<file path="src/rtl/alu_multicycle_if.sv">
// rtl/alu_multicycle_if.sv - operand/op request and result/flag response bundle for alu_multicycle
interface alu_multicycle_if #(
   parameter int WIDTH = 32
);
   logic             in_valid;
   logic             in_ready;
   logic [3:0]       ALUOperation;
   logic [WIDTH-1:0] A;
   logic [WIDTH-1:0] B;
   logic             out_valid;
   logic             out_ready;
   logic [WIDTH-1:0] ALUResult;
   logic [WIDTH-1:0] ResultHi;
   logic             Zero;
   logic             Overflow;

   // Producer/consumer side (operand muxes + EX/MEM register)
   modport master (
      output in_valid, ALUOperation, A, B, out_ready,
      input  in_ready, out_valid, ALUResult, ResultHi, Zero, Overflow
   );

   // ALU side
   modport slave (
      input  in_valid, ALUOperation, A, B, out_ready,
      output in_ready, out_valid, ALUResult, ResultHi, Zero, Overflow
   );
endinterface

</file>
<file path="src/rtl/alu_multicycle.sv">
// rtl/alu_multicycle.sv - handshaked EX-stage ALU with iterative MULU (optional DIVU under ALU_DIVIDE_EN)
module alu_multicycle #(
   parameter int WIDTH = 32
) (
   input logic              clk,
   input logic              reset,
   alu_multicycle_if.slave  bus
);
   localparam int SHW = $clog2(WIDTH);

   localparam logic [3:0] OP_AND  = 4'b0000;
   localparam logic [3:0] OP_OR   = 4'b0001;
   localparam logic [3:0] OP_NOR  = 4'b0010;
   localparam logic [3:0] OP_ADD  = 4'b0011;
   localparam logic [3:0] OP_SUB  = 4'b0100;
   localparam logic [3:0] OP_SLL  = 4'b0101;
   localparam logic [3:0] OP_SRL  = 4'b0110;
   localparam logic [3:0] OP_SLT  = 4'b0111;
   localparam logic [3:0] OP_MULU = 4'b1000;
`ifdef ALU_DIVIDE_EN
   localparam logic [3:0] OP_DIVU = 4'b1001;
`endif

   typedef enum logic [1:0] {IDLE, ITER, DONE} state_t;

   state_t           state_q, state_d;
   logic             rdy_q;
   logic [SHW-1:0]   cnt_q;
   logic [WIDTH-1:0] b_q;
   logic [WIDTH-1:0] acc_hi_q;
   logic [WIDTH-1:0] acc_lo_q;
   logic             ovf_q;
`ifdef ALU_DIVIDE_EN
   logic [3:0]       op_q;
   logic [WIDTH:0]   div_trial;
`endif

   logic             in_ready_c;
   logic             out_valid_c;
   logic             accept;
   logic             iter_op;
   logic             last_step;
   logic [WIDTH-1:0] sum;
   logic [WIDTH-1:0] diff;
   logic [WIDTH-1:0] sc_res;
   logic             sc_ovf;
   logic [WIDTH:0]   mul_sum;
   logic [WIDTH-1:0] step_hi;
   logic [WIDTH-1:0] step_lo;

   assign accept    = bus.in_valid && in_ready_c;
   assign last_step = (cnt_q == '0);
   assign sum       = bus.A + bus.B;
   assign diff      = bus.A - bus.B;

`ifdef ALU_DIVIDE_EN
   assign iter_op = (bus.ALUOperation == OP_MULU) || (bus.ALUOperation == OP_DIVU);
`else
   assign iter_op = (bus.ALUOperation == OP_MULU);
`endif

   // State register; in_ready is held low until the first clock after reset release
   always_ff @(posedge clk or negedge reset) begin
      if (!reset) begin
         state_q <= IDLE;
         rdy_q   <= 1'b0;
      end else begin
         state_q <= state_d;
         rdy_q   <= 1'b1;
      end
   end

   // Next-state and handshake outputs
   always_comb begin
      state_d     = state_q;
      in_ready_c  = 1'b0;
      out_valid_c = 1'b0;
      case (state_q)
         IDLE: begin
            in_ready_c = rdy_q;
            if (accept) state_d = iter_op ? ITER : DONE;
         end
         ITER: begin
            if (last_step) state_d = DONE;
         end
         DONE: begin
            out_valid_c = 1'b1;
            if (bus.out_ready) state_d = IDLE;
         end
         default: state_d = IDLE;
      endcase
   end

   // Single-cycle result and signed overflow from the live operands (used only at accept)
   always_comb begin
      sc_res = '0;
      sc_ovf = 1'b0;
      case (bus.ALUOperation)
         OP_AND: sc_res = bus.A & bus.B;
         OP_OR:  sc_res = bus.A | bus.B;
         OP_NOR: sc_res = ~(bus.A | bus.B);
         OP_ADD: begin
            sc_res = sum;
            sc_ovf = (bus.A[WIDTH-1] == bus.B[WIDTH-1]) && (sum[WIDTH-1] != bus.A[WIDTH-1]);
         end
         OP_SUB: begin
            sc_res = diff;
            sc_ovf = (bus.A[WIDTH-1] != bus.B[WIDTH-1]) && (diff[WIDTH-1] != bus.A[WIDTH-1]);
         end
         OP_SLL: sc_res = bus.A << bus.B[SHW-1:0];
         OP_SRL: sc_res = bus.A >> bus.B[SHW-1:0];
         OP_SLT: sc_res = {{(WIDTH-1){1'b0}}, ($signed(bus.A) < $signed(bus.B))};
         default: sc_res = '0;
      endcase
   end

   // One iteration step: hi:lo is the running product (multiplier consumed from lo[0]),
   // or remainder:quotient for the restoring divider (dividend shifted out of lo's MSB)
   always_comb begin
      mul_sum = {1'b0, acc_hi_q} + (acc_lo_q[0] ? {1'b0, b_q} : {(WIDTH+1){1'b0}});
      step_hi = mul_sum[WIDTH:1];
      step_lo = {mul_sum[0], acc_lo_q[WIDTH-1:1]};
`ifdef ALU_DIVIDE_EN
      div_trial = {acc_hi_q, acc_lo_q[WIDTH-1]} - {1'b0, b_q};
      if (op_q == OP_DIVU) begin
         if (!div_trial[WIDTH]) begin
            step_hi = div_trial[WIDTH-1:0];
            step_lo = {acc_lo_q[WIDTH-2:0], 1'b1};
         end else begin
            step_hi = {acc_hi_q[WIDTH-2:0], acc_lo_q[WIDTH-1]};
            step_lo = {acc_lo_q[WIDTH-2:0], 1'b0};
         end
      end
`endif
   end

   // Operand capture, result registers and iteration counter
   always_ff @(posedge clk or negedge reset) begin
      if (!reset) begin
         cnt_q    <= '0;
         b_q      <= '0;
         acc_hi_q <= '0;
         acc_lo_q <= '0;
         ovf_q    <= 1'b0;
`ifdef ALU_DIVIDE_EN
         op_q     <= '0;
`endif
      end else begin
         case (state_q)
            IDLE: begin
               if (accept) begin
                  b_q      <= bus.B;
                  acc_hi_q <= '0;
                  cnt_q    <= SHW'(WIDTH - 1);
`ifdef ALU_DIVIDE_EN
                  op_q     <= bus.ALUOperation;
`endif
                  if (iter_op) begin
                     acc_lo_q <= bus.A;
                     ovf_q    <= 1'b0;
                  end else begin
                     acc_lo_q <= sc_res;
                     ovf_q    <= sc_ovf;
                  end
               end
            end
            ITER: begin
               acc_hi_q <= step_hi;
               acc_lo_q <= step_lo;
               cnt_q    <= cnt_q - SHW'(1);
            end
            default: begin
            end
         endcase
      end
   end

   assign bus.in_ready  = in_ready_c;
   assign bus.out_valid = out_valid_c;
   assign bus.ALUResult = acc_lo_q;
   assign bus.ResultHi  = acc_hi_q;
   assign bus.Zero      = (acc_lo_q == '0);
   assign bus.Overflow  = ovf_q;
endmodule

</file>
<file path="src/flat_wrapper.sv">
// flat-port wrapper written by rule: the top's interface ports become plain ports
module alu_multicycle_flat 
#(
   parameter int WIDTH = 32
)
  (clk, reset, bus_in_valid, bus_ALUOperation, bus_A, bus_B, bus_out_ready, bus_in_ready, bus_out_valid, bus_ALUResult, bus_ResultHi, bus_Zero, bus_Overflow);
  alu_multicycle_if #(.WIDTH(WIDTH)) bus_i ();
  input logic clk;
  input logic reset;
  input wire logic [$bits(bus_i.in_valid)-1:0] bus_in_valid;
  input wire logic [$bits(bus_i.ALUOperation)-1:0] bus_ALUOperation;
  input wire logic [$bits(bus_i.A)-1:0] bus_A;
  input wire logic [$bits(bus_i.B)-1:0] bus_B;
  input wire logic [$bits(bus_i.out_ready)-1:0] bus_out_ready;
  output wire logic [$bits(bus_i.in_ready)-1:0] bus_in_ready;
  output wire logic [$bits(bus_i.out_valid)-1:0] bus_out_valid;
  output wire logic [$bits(bus_i.ALUResult)-1:0] bus_ALUResult;
  output wire logic [$bits(bus_i.ResultHi)-1:0] bus_ResultHi;
  output wire logic [$bits(bus_i.Zero)-1:0] bus_Zero;
  output wire logic [$bits(bus_i.Overflow)-1:0] bus_Overflow;
  assign bus_i.in_valid = bus_in_valid;
  assign bus_i.ALUOperation = bus_ALUOperation;
  assign bus_i.A = bus_A;
  assign bus_i.B = bus_B;
  assign bus_i.out_ready = bus_out_ready;
  assign bus_in_ready = bus_i.in_ready;
  assign bus_out_valid = bus_i.out_valid;
  assign bus_ALUResult = bus_i.ALUResult;
  assign bus_ResultHi = bus_i.ResultHi;
  assign bus_Zero = bus_i.Zero;
  assign bus_Overflow = bus_i.Overflow;
  alu_multicycle #(.WIDTH(WIDTH)) u_core (.clk(clk), .reset(reset), .bus(bus_i));
endmodule
</file>
<file path="config.mk">
export PLATFORM = sky130hd
export DESIGN_NAME = alu_multicycle_flat
export DESIGN_NICKNAME = d
export VERILOG_FILES = /design/src/rtl/alu_multicycle_if.sv /design/src/rtl/alu_multicycle.sv /design/src/flat_wrapper.sv
export SDC_FILE = /design/constraint.sdc
export NUM_CORES = 1
export LEC_CHECK = 0
export BUFFER_PORTS_ARGS = -buffer_cell sky130_fd_sc_hd__buf_2
export CAP_MARGIN = 5
export CORE_MARGIN = 1
export CORE_UTILIZATION = 56
export DETAILED_ROUTE_END_ITERATION = 6
export PLACE_DENSITY = 0.79
export SLEW_MARGIN = 20
export SYNTH_ARGS = -nofsm -noshare
export SYNTH_HDL_FRONTEND = slang
export SYNTH_SLANG_ARGS = --single-unit
</file>
<file path="constraint.sdc">
create_clock -name clk -period 3 [get_ports clk]
set_input_delay 0 -clock clk [delete_from_list [all_inputs] [get_ports clk]]
set_output_delay 0 -clock clk [all_outputs]
set_load 0.01 [all_outputs]
</file>
Yosys cells after proc, flatten, opt, wreduce, memory -nomap -nowiden --
Index checks and enable logic that the tools add are counted.
Storage, ports and cells: bits in registers 105, bits in latches 0, memory bits (writable) 0, ROM bits 0, bits of input ports 72, output and inout port bits 68, logic and storage cells 63, memories 0
Operators by class: $add $sub $neg 4, multiply operators 0, divide/modulo/power cells 0, order comparisons 1, equality and inequality tests 17, shift-type cells 2, mux-type cells 18, bitwise gates (word level) 3, reductions and logical operators 11
Operators by type and width (number):
- $pmux 32 s8 | 1
- $mux 32 | 4
- $pmux 32 s2 | 2
- $add 32x33->33 | 1
- $add 32x32->32 | 1
- $and 32x32->32 | 1
- $logic_not 32->1 | 1
- $lt 32x32->1 | 1
- $not 32->32 | 1
- $or 32x32->32 | 1
- $shl 32x5->32 | 1
- $shr 32x5->32 | 1
- $sub 32x32->32 | 1
- $eq 4x3->1 const B | 4
- $pmux 5 s2 | 1
- $eq 4x2->1 const B | 2
- $mux 2 | 4
- $pmux 2 s3 | 1
- $logic_not 5->1 | 1
- $mux 5 | 1
- $sub 5x1->5 const B | 1
- $eq 4x1->1 const B | 1
- $eq 4x4->1 const B | 1
- $logic_not 4->1 | 1
- 13 further kinds | 21

Depth between registers and ports, before layout --
Gate-level depths: netlist (run 1).
depth in word-level cells 6, gate-level depth with buffers 16, depth with buffers taken out 12

Least setup slack after synthesis (run 1) --
Ideal clock, no wire load.
path kind in2reg, start input bus_B[1], end register u_core.acc_lo_q[19], in the netlist u_core.bus.ALUResult[19], library setup time 0.134 ns, arrival 3.311 ns, data required time 2.866 ns, slack -0.445 ns, cell stages on the path 16, path buffers 5, path through buf_2 -> buf_2 -> buf_2 -> buf_2 -> buf_2 -> inv_1 -> ha_1 -> a21o_1 -> a31o_2 -> nand3_1 -> nand2_1 -> a31oi_1 -> o21ai_0 -> a221o_1 -> a2111oi_0 -> o21ai_1
Between the ends: longest elaborated chain between the ends 5, elaborated cells between the ends (all ways) 8, those cells by class 2 x add/sub; 2 x shift; 4 x mux
RTL lines:
- start: declaration | line flat_wrapper.sv:13 | input wire logic [$bits(bus_i.B)-1:0] bus_B;
- $sub 32x32->32, or another cell as far along | line alu_multicycle.sv:54 | assign diff = bus.A - bus.B;
- $pmux 32 s8 (*) | line alu_multicycle.sv:98 | case (bus.ALUOperation)
- $mux 32 (*) | line alu_multicycle.sv:158 | if (iter_op) begin
- $mux 32 (*) | line alu_multicycle.sv:151 | if (accept) begin
- $pmux 32 s2 (*) | line alu_multicycle.sv:149 | case (state_q)
- end signal: assignment | line alu_multicycle.sv:159 | acc_lo_q <= bus.A;
- end signal: assignment | line alu_multicycle.sv:162 | acc_lo_q <= sc_res;
- end signal: assignment | line alu_multicycle.sv:169 | acc_lo_q <= step_lo;
- end: declaration | line alu_multicycle.sv:31 | logic [WIDTH-1:0] acc_lo_q;
Mark *: on every way between the ends. The rest lies on a longest branch, timed or not. The select of a mux whose other input is x is not followed. A chain may end at the register's enable or synchronous reset.

Final worst setup path (run 1) --
start register u_core.acc_lo_q[0], in the netlist u_core.bus.ALUResult[0], end register u_core.acc_hi_q[29], in the netlist u_core.bus.ResultHi[29]
Between the ends: longest elaborated chain between the ends 3
RTL lines:
- $mux 32 | line alu_multicycle.sv:120 | mul_sum = {1'b0, acc_hi_q} + (acc_lo_q[0] ? {1'b0, b_q} : {(WIDTH+1){1'b0}});
- $add 32x33->33 | line alu_multicycle.sv:120
- $pmux 32 s2 | line alu_multicycle.sv:149
- end signal: assignment | line alu_multicycle.sv:168 | acc_hi_q <= step_hi;
- end: declaration | line alu_multicycle.sv:30 | logic [WIDTH-1:0] acc_hi_q;
Every way passes these cells.

==> metrics.md, run 1 <==
| Metric | Value |
|---|---|
| Fin. Hold Viols | `0` |
| Max_slew headroom | `0.437` |
| XOR/XNOR share of the synthesized area | `0.0211` |
| Area Overhead vs Synth | `21.1%` |
| Met2 usage | `0.731` |
| Largest net degree at the start of global routing | `72` |
| Detailed Route Iter0 Violations | `roughly 3,200` |
| R2R setup slack | `-0.47 ns` |
| Mean Syn Cell Area | `between 7 and 8 sq um` |
| Mux contribution to synthesized area | `0.120` |
| Compound-Gate Fraction of Synth Area | `0.303` |
| Core area | `between 20,000 and 30,000 sq um` |
| Net Count, Synth | `between 2,000 and 2,500` |
| Status | `finished with violations` |
| Met1 Use GR | `0.618` |
| Cells after Synth | `1,875` |
| Worst Hold Depth | `3` |
| Worst path required time | `between 3 and 4 ns` |
| Simple-Gate Fraction of Synth Area | `0.181` |
| Tightest Pin Transition | `about 0.84 ns` |
| Global routing's busiest layer | `met2` |
| EDFF count, synth | `0` |
| Congestion Overflow GR | `0` |
| Area occupied by registers | `between 2000 and 3000 sq um` |
| Total power draw | `7.63 mW` |
| Cell with the most instances after synthesis | `o21ai_0` |
| Unrepaired setup endpoints after global routing | `yes` |
| Post-detail-place hpwl | `a little under 50,000 um` |
| Ratio of cells with drive above 1 in the final layout | `0.247` |
| Max-cap violation count | `0` |
| Worst Setup Slack, final | `-0.472 ns` |
| Pins Over Slew Limit | `0` |
| Residual DRC count | `0` |
| Post-Layout Inst Area | `17,600 sq um` |
| Routed wire length | `65,000 um` |
| Worst-path clk slew | `0.08 ns` |
| Sequential area share after synthesis | `0.181` |
| CTS tree | `yes` |
| Fin crit share | `1.16` |
| CTS Sinks | `around 110` |
| Top cells by area, synth | `dfrtp_1 (18%), ha_1 (12%), mux4_2 (9.0%)` |
| Top cell type's share of synthesized area | `0.181` |
| Hold slack | `around 0.028 ns` |
| Via Count | `17,600` |
| Vias per std cell | `just over 7` |
| GRT Overall Usage | `0.470` |
| Nets | `~2,400` |
| Peak supply drop | `0.000521 V` |
| Combinational family with the most area after synthesis | `compound AO/OA/AOI/OAI gates` |
| Path depth of the worst reg2reg path | `13` |
| Area leader, netlist | `dfrtp_1` |
| Yosys cell types | `between 70 and 80` |
| YS warnings | `0` |
| CTS buffer count | `9` |
| Commonest cells post-synth | `o21ai_0 (170), nand2_1 (167), a21oi_1 (166), nor2_1 (165), ha_1 (143)` |
| Die ar. | `between 20,000 and 30,000 sq um` |
| Placer congestion estimate | `between 1 and 1.5` |
| Vias in the first global route | `16,100` |
| Setup crit start | `u_core.bus.ALUResult[0]` |
| Final Skew | `slightly above 0.009 ns` |
| Min-delay worst type | `in2reg` |
| Die width | `between 150 and 200 um` |
| Row count | `between 50 and 60` |
| Critical Path AT | `roughly 3.7 ns` |
| Placed cell area | `17,000 sq um` |
| Adder-cell share of the synthesized area | `0.127` |
| Fill cells | `2,013` |
| WL per Instance | `between 20 and 30 um` |
| IO Count | `140` |
| Antenna-violating nets left | `0` |
| Clock root buffer | `clkbuf_16` |
| Crit end category | `register` |
| Pleak | `8.21 nW` |
| Total iterations of the first detailed-routing run | `7` |
| Hold Path End | `u_core.b_q[28]` |
| Minimum clock period | `approximately 3.5 ns` |
| Fin cells | `roughly 2,500` |
| Initial antenna violation count | `2` |
| Highest Clock Rate | `roughly 290 MHz` |
| H-tree depth | `3` |
| Crit path max fanout | `4` |
| R2R Path Start | `u_core.bus.ALUResult[0]` |
| First-pass GRT wire length | `around 95,000 um` |
| Worst reg2reg endpoint | `u_core.bus.ResultHi[29]` |
| Critical path type | `reg2reg` |
| CTS max path bufs | `2` |
| Initial core utilization | `0.573` |
| Worst-Skew Late Latency | `0.36 ns` |
| Multi-input gate area in the final layout | `about 11,000 sq um` |
| Failing checks | `negative setup slack` |
| Startpoint of the worst hold path | `bus_B[28]` |
| Synth Register Bits | `about 110` |
| Met3 Use GR | `0.0901` |
| # setup viols final | `13` |
| Placed cell count | `2,447` |
| DIE HEIGHT | `around 160 um` |
| Synth async-reset ratio | `1.00` |
| PortBufs | `139` |
| Mapped cell area | `14,500 sq um` |
| P per Cell Area | `roughly 430 nW/um^2` |
| Critical Path Source Type | `register` |
| Top_reg_cell synth | `dfrtp_1` |
[cells in the final DEF, fill, tap and decap left out, drive strengths merged, types with 10 or more instances in the layout]
cell,synthesis,layout
buf,34,386
o21ai,173,173
nand2,167,167
a21oi,166,166
nor2,165,165
ha,143,143
inv,116,118
dfrtp,105,105
mux4,58,58
nand3,52,52
nor3,44,44
a21o,38,38
o211ai,37,37
and2,37,37
a221oi,35,35
mux2i,34,34
a211oi,28,28
o22ai,22,22
a31oi,19,19
xor2,18,18
or3,17,17
a221o,17,17
xnor2,17,17
nor2b,16,16
o21bai,16,16
o221ai,15,15
nor4,15,15
nand2b,14,14
o21a,13,13
nand4,12,12
and3,12,12
a2111oi,11,11
a22oi,10,10
clkbuf,98,10
[cell type report]
class | count | area share
diodes | 1 | 0.000142
inverters | 117 | 0.0250
repair buffers | 388 | 0.149
clock inverters | 6 | 0.00356
clock buffers | 10 | 0.0130
flip-flops and latches | 105 | 0.149
multi-input cells | 1521 | 0.636
well taps | 330 | 0.0235
[state kept, by name, indices dropped and copies added (netlist names)]
signal,count
u_core.rdy_q,1
u_core.bus.ALUResult,32
u_core.state_q,2
u_core.bus.ResultHi,32
u_core.cnt_q,5
u_core.b_q,32
u_core.bus.Overflow,1
[power breakdown]
part / internal (mW) / switching, mW
combinational: 1.77 / 2.54
sequential: 1.76 / 0.392
clock: 0.584 / 0.571
[kinds of logic after synthesis]
kind of cell | after synthesis
muxes | 100
adders and majority gates | 146
DFF | 105
AOI/OAI and AO/OA | 672
and+or+nand+nor | 567
xor gates and xnor gates | 35
other | 1
buffers and inverters | 249
[through the flow]
stage | setup WS (ns) | setup TNS, ns | util
floorplan | -0.109 | -0.338 | -
global placement | -0.303 | -1.12 | 0.671
detailed placement | -0.373 | -2.40 | 0.671
CTS | -0.329 | -1.46 | 0.689
global route | -0.542 | -4.24 | 0.694
finish | -0.472 | -3.49 | 0.694
[routing by layer]
metal  routed length, um  part of all wire
met2               28200              0.43
met4                4080             0.063
met5                  13           0.00020
met3                8490              0.13
met1               24300              0.37
[worst max-delay path, cell delays in order (launching register included)]
cell	delay, ns
dfrtp_2	0.43
and2_4	0.15
ha_4	0.16
fa_2	0.40
a211oi_4	0.31
o211ai_1	0.19
a221o_1	0.37
o31a_1	0.29
a311o_1	0.37
a31oi_2	0.18
o21bai_2	0.11
buf_4	0.15
xnor2_2	0.14
o21ai_1	0.07
[worst max path at each step]
stage / endpoint / depth (start not counted)
after floorplan: u_core.bus.ResultHi[31] / 12
after global placement: u_core.bus.ResultHi[31] / 12
after detailed placement: u_core.bus.ResultHi[31] / 12
after CTS: u_core.bus.ResultHi[31] / 12
after global routing: u_core.bus.ResultHi[31] / 12
final: u_core.bus.ResultHi[29] / 13
[repair_timing]
action / CTS / global route
buffers inserted: 6 / 7
pin swaps: 8 / 14
gates resized for setup: 19 / 26
setup endpoints to repair: 11 / 17
gates cloned: 0 / 0
hold buffers: 2 / 0
endpoints found under the hold margin: 52 / 0
Power figures use the tool's default switching activity.
==> inputs of run 2 (changes only) <==
--- a/config.mk
+++ b/config.mk
@@ -7,10 +7,11 @@
 export LEC_CHECK = 0
 export BUFFER_PORTS_ARGS = -buffer_cell sky130_fd_sc_hd__buf_2
 export CAP_MARGIN = 5
-export CORE_MARGIN = 1
-export CORE_UTILIZATION = 56
+export CORE_MARGIN = 2
+export CORE_UTILIZATION = 49
 export DETAILED_ROUTE_END_ITERATION = 6
-export PLACE_DENSITY = 0.79
+export PLACE_DENSITY = 0.71
+export SKIP_CTS_REPAIR_TIMING = 1
 export SLEW_MARGIN = 20
 export SYNTH_ARGS = -nofsm -noshare
 export SYNTH_HDL_FRONTEND = slang
==> run 2 against run 1 <==
Compared with the run above: the flow still finishes with violations (negative setup slack); core utilization decreased by 8.5 points; maximum frequency shrank 0.30%; total power rose by 1.3%; via count decreased by 3.7%; setup slack worse by 0.010 ns; critical path type unchanged.
==> metrics.md, run 2 (synthesis gave the netlist of run 1 again) <==
| Metric | Value |
|---|---|
| Status | `finished with violations (unchanged)` |
| Max-cap violation count | `0 (unchanged)` |
| Highest Clock Rate | `287 MHz (was 288 MHz)` |
| Final Skew | `0.00795 ns (was 0.00910 ns)` |
| Peak supply drop | `0.000279 V (was 0.000521 V)` |
| Largest net degree at the start of global routing | `100 (was 72)` |
| Max_slew headroom | `0.268 (was 0.437)` |
| P per Cell Area | `431 nW/um^2 (was 434 nW/um^2)` |
| Residual DRC count | `0 (unchanged)` |
| Initial core utilization | `0.494 (was 0.573)` |
| CTS tree | `yes (unchanged)` |
| Routed wire length | `64,700 um (was 65,000 um)` |
| Initial antenna violation count | `3 (was 2)` |
| Worst-Skew Late Latency | `0.35 ns (was 0.36 ns)` |
| Min-delay worst type | `in2reg (unchanged)` |
| Row count | `63 (was 58)` |
| Antenna-violating nets left | `0 (unchanged)` |
| Commonest non-fill, non-tap cell in the layout | `buf_4 (unchanged)` |
| Worst Setup Slack, final | `-0.482 ns (was -0.472 ns)` |
| Via Count | `17,000 (was 17,600)` |
| Fill cells | `2,649 (was 2,013)` |
| Tightest Pin Transition | `1.10 ns (was 0.835 ns)` |
| Area occupied by registers | `2630 sq um (unchanged)` |
| Pleak | `8.34 nW (was 8.21 nW)` |
| Post-Layout Inst Area | `17,900 sq um (was 17,600 sq um)` |
| Critical path type | `reg2reg (unchanged)` |
| Vias per std cell | `6.63 (was 7.11)` |
| Setup TNS | `-2.21 ns (was -3.49 ns)` |
| CTS max path bufs | `2 (unchanged)` |
| Placer congestion estimate | `1.13 (was 1.10)` |
| Worst path required time | `3.22 ns (about the same)` |
| Unrepaired setup endpoints after global routing | `yes (unchanged)` |
| Ratio of cells with drive above 1 in the final layout | `0.255 (was 0.247)` |
| IO Count | `140 (unchanged)` |
| Vias in the first global route | `15,900 (was 16,100)` |
| Die ar. | `31,000 sq um (was 26,600 sq um)` |
| Most frequent cells in the layout | `buf_4 (259), nand2_1 (166), nor2_1 (164) (was buf_4 (246), nand2_1 (166), nor2_1 (164))` |
| H-tree depth | `3 (unchanged)` |
| GRT Overall Usage | `0.406 (was 0.470)` |
| Crit path max fanout | `9 (was 4)` |
| CTS buffer count | `9 (unchanged)` |
| Placed cell count | `2,535 (was 2,447)` |
| Failing checks | `negative setup slack (unchanged)` |
| Final core utilization | `0.610 (was 0.694)` |
| Die width | `176 um (was 163 um)` |
| First-pass GRT wire length | `96,200 um (was 94,600 um)` |
| Minimum clock period | `3.48 ns (was 3.47 ns)` |
| Pre-CTS setup slack | `-0.351 ns (was -0.373 ns)` |
| Fin crit share | `1.16 (about the same)` |
| Total iterations of the first detailed-routing run | `6 (was 7)` |
| Multi-input gate area in the final layout | `11,200 sq um (about the same)` |
| WL per Instance | `25.3 um (was 26.2 um)` |
| CTS Sinks | `105 (unchanged)` |
| Crit end category | `register (unchanged)` |
| Detailed Route Iter0 Violations | `2,303 (was 3,153)` |
| Total power draw | `7.72 mW (was 7.63 mW)` |
| Fin. Hold Viols | `0 (unchanged)` |
| Placed cell area | `17,400 sq um (was 17,000 sq um)` |
| # setup viols final | `9 (was 13)` |
| Post-detail-place hpwl | `50,700 um (was 48,400 um)` |
| Clock root buffer | `clkbuf_16 (unchanged)` |
| Area Overhead vs Synth | `23.5% (was 21.1%)` |
| Core area | `29,400 sq um (was 25,300 sq um)` |
| Congestion Overflow GR | `0 (unchanged)` |
| Hold slack | `0.0527 ns (was 0.0275 ns)` |
| Nets | `2,380 (was 2,360)` |
| DIE HEIGHT | `176 um (was 163 um)` |
| Critical Path Source Type | `register (unchanged)` |
| Critical Path AT | `3.70 ns (about the same)` |
| Fin cells | `2,558 (was 2,478)` |
| Worst-path clk slew | `0.07 ns (was 0.08 ns)` |
| PortBufs | `139 (unchanged)` |
| Pins Over Slew Limit | `0 (unchanged)` |
run 2: cell count changes in the layout (fill, tap and decap cells not counted), sizes merged:
cell / delta
buf: +20
bufinv: +3
clkbuf: -1
clkinv: -1
inv: -1
run 2: cell type report:
type,instances,share of cell area
multi-input combinational,1521,0.624
sequential,105,0.147
timing repair buffer,408,0.159
inverter,117,0.0245
clock buffer,9,0.0126
clock inverter,7,0.00656
tap,390,0.0272
antenna,1,0.000140
run 2: final timing paths:
kind                                            to  slack [ns]  depth (start not counted)                     from
setup / recovery           u_core.bus.ResultHi[25]       -0.48                         12  u_core.bus.ALUResult[0]
hold / removal                       u_core.b_q[5]        0.05                          3                 bus_B[5]
max in group asynchronous          u_core.cnt_q[3]        1.99                          3                    reset
hold reg to reg                     u_core.b_q[24]        0.48                          2           u_core.b_q[24]
setup reg to reg           u_core.bus.ResultHi[25]       -0.48                         12  u_core.bus.ALUResult[0]
min in group asynchronous   u_core.bus.ResultHi[8]        0.24                          2                    reset
run 2: report_power, final:
group          switching [mW]  internal (mW)  leakage, nW  total [mW]
combinational            2.43           1.78         6.84        4.21
sequential              0.370           1.76         1.33        2.13
clock                   0.561          0.818        0.170        1.38
total                    3.36           4.36         8.34        7.72
run 2: layer usage:
layer,wire length (um),global-route usage
met5,27,0
met4,3340,0.183
met3,6820,0.0661
met2,28500,0.629
met1,26000,0.557
run 2: worst max-delay path: stages, from the launching register on:
cell and delay, ns:
dfrtp_2 0.42, buf_4 0.17, and2_1 0.15, ha_1 0.33, a211oi_1 0.36, o211ai_1 0.22
a221o_1 0.37, o31a_1 0.31, a311o_1 0.36, a31o_2 0.27, a21oi_2 0.14, xor2_1 0.17
o21ai_1 0.07
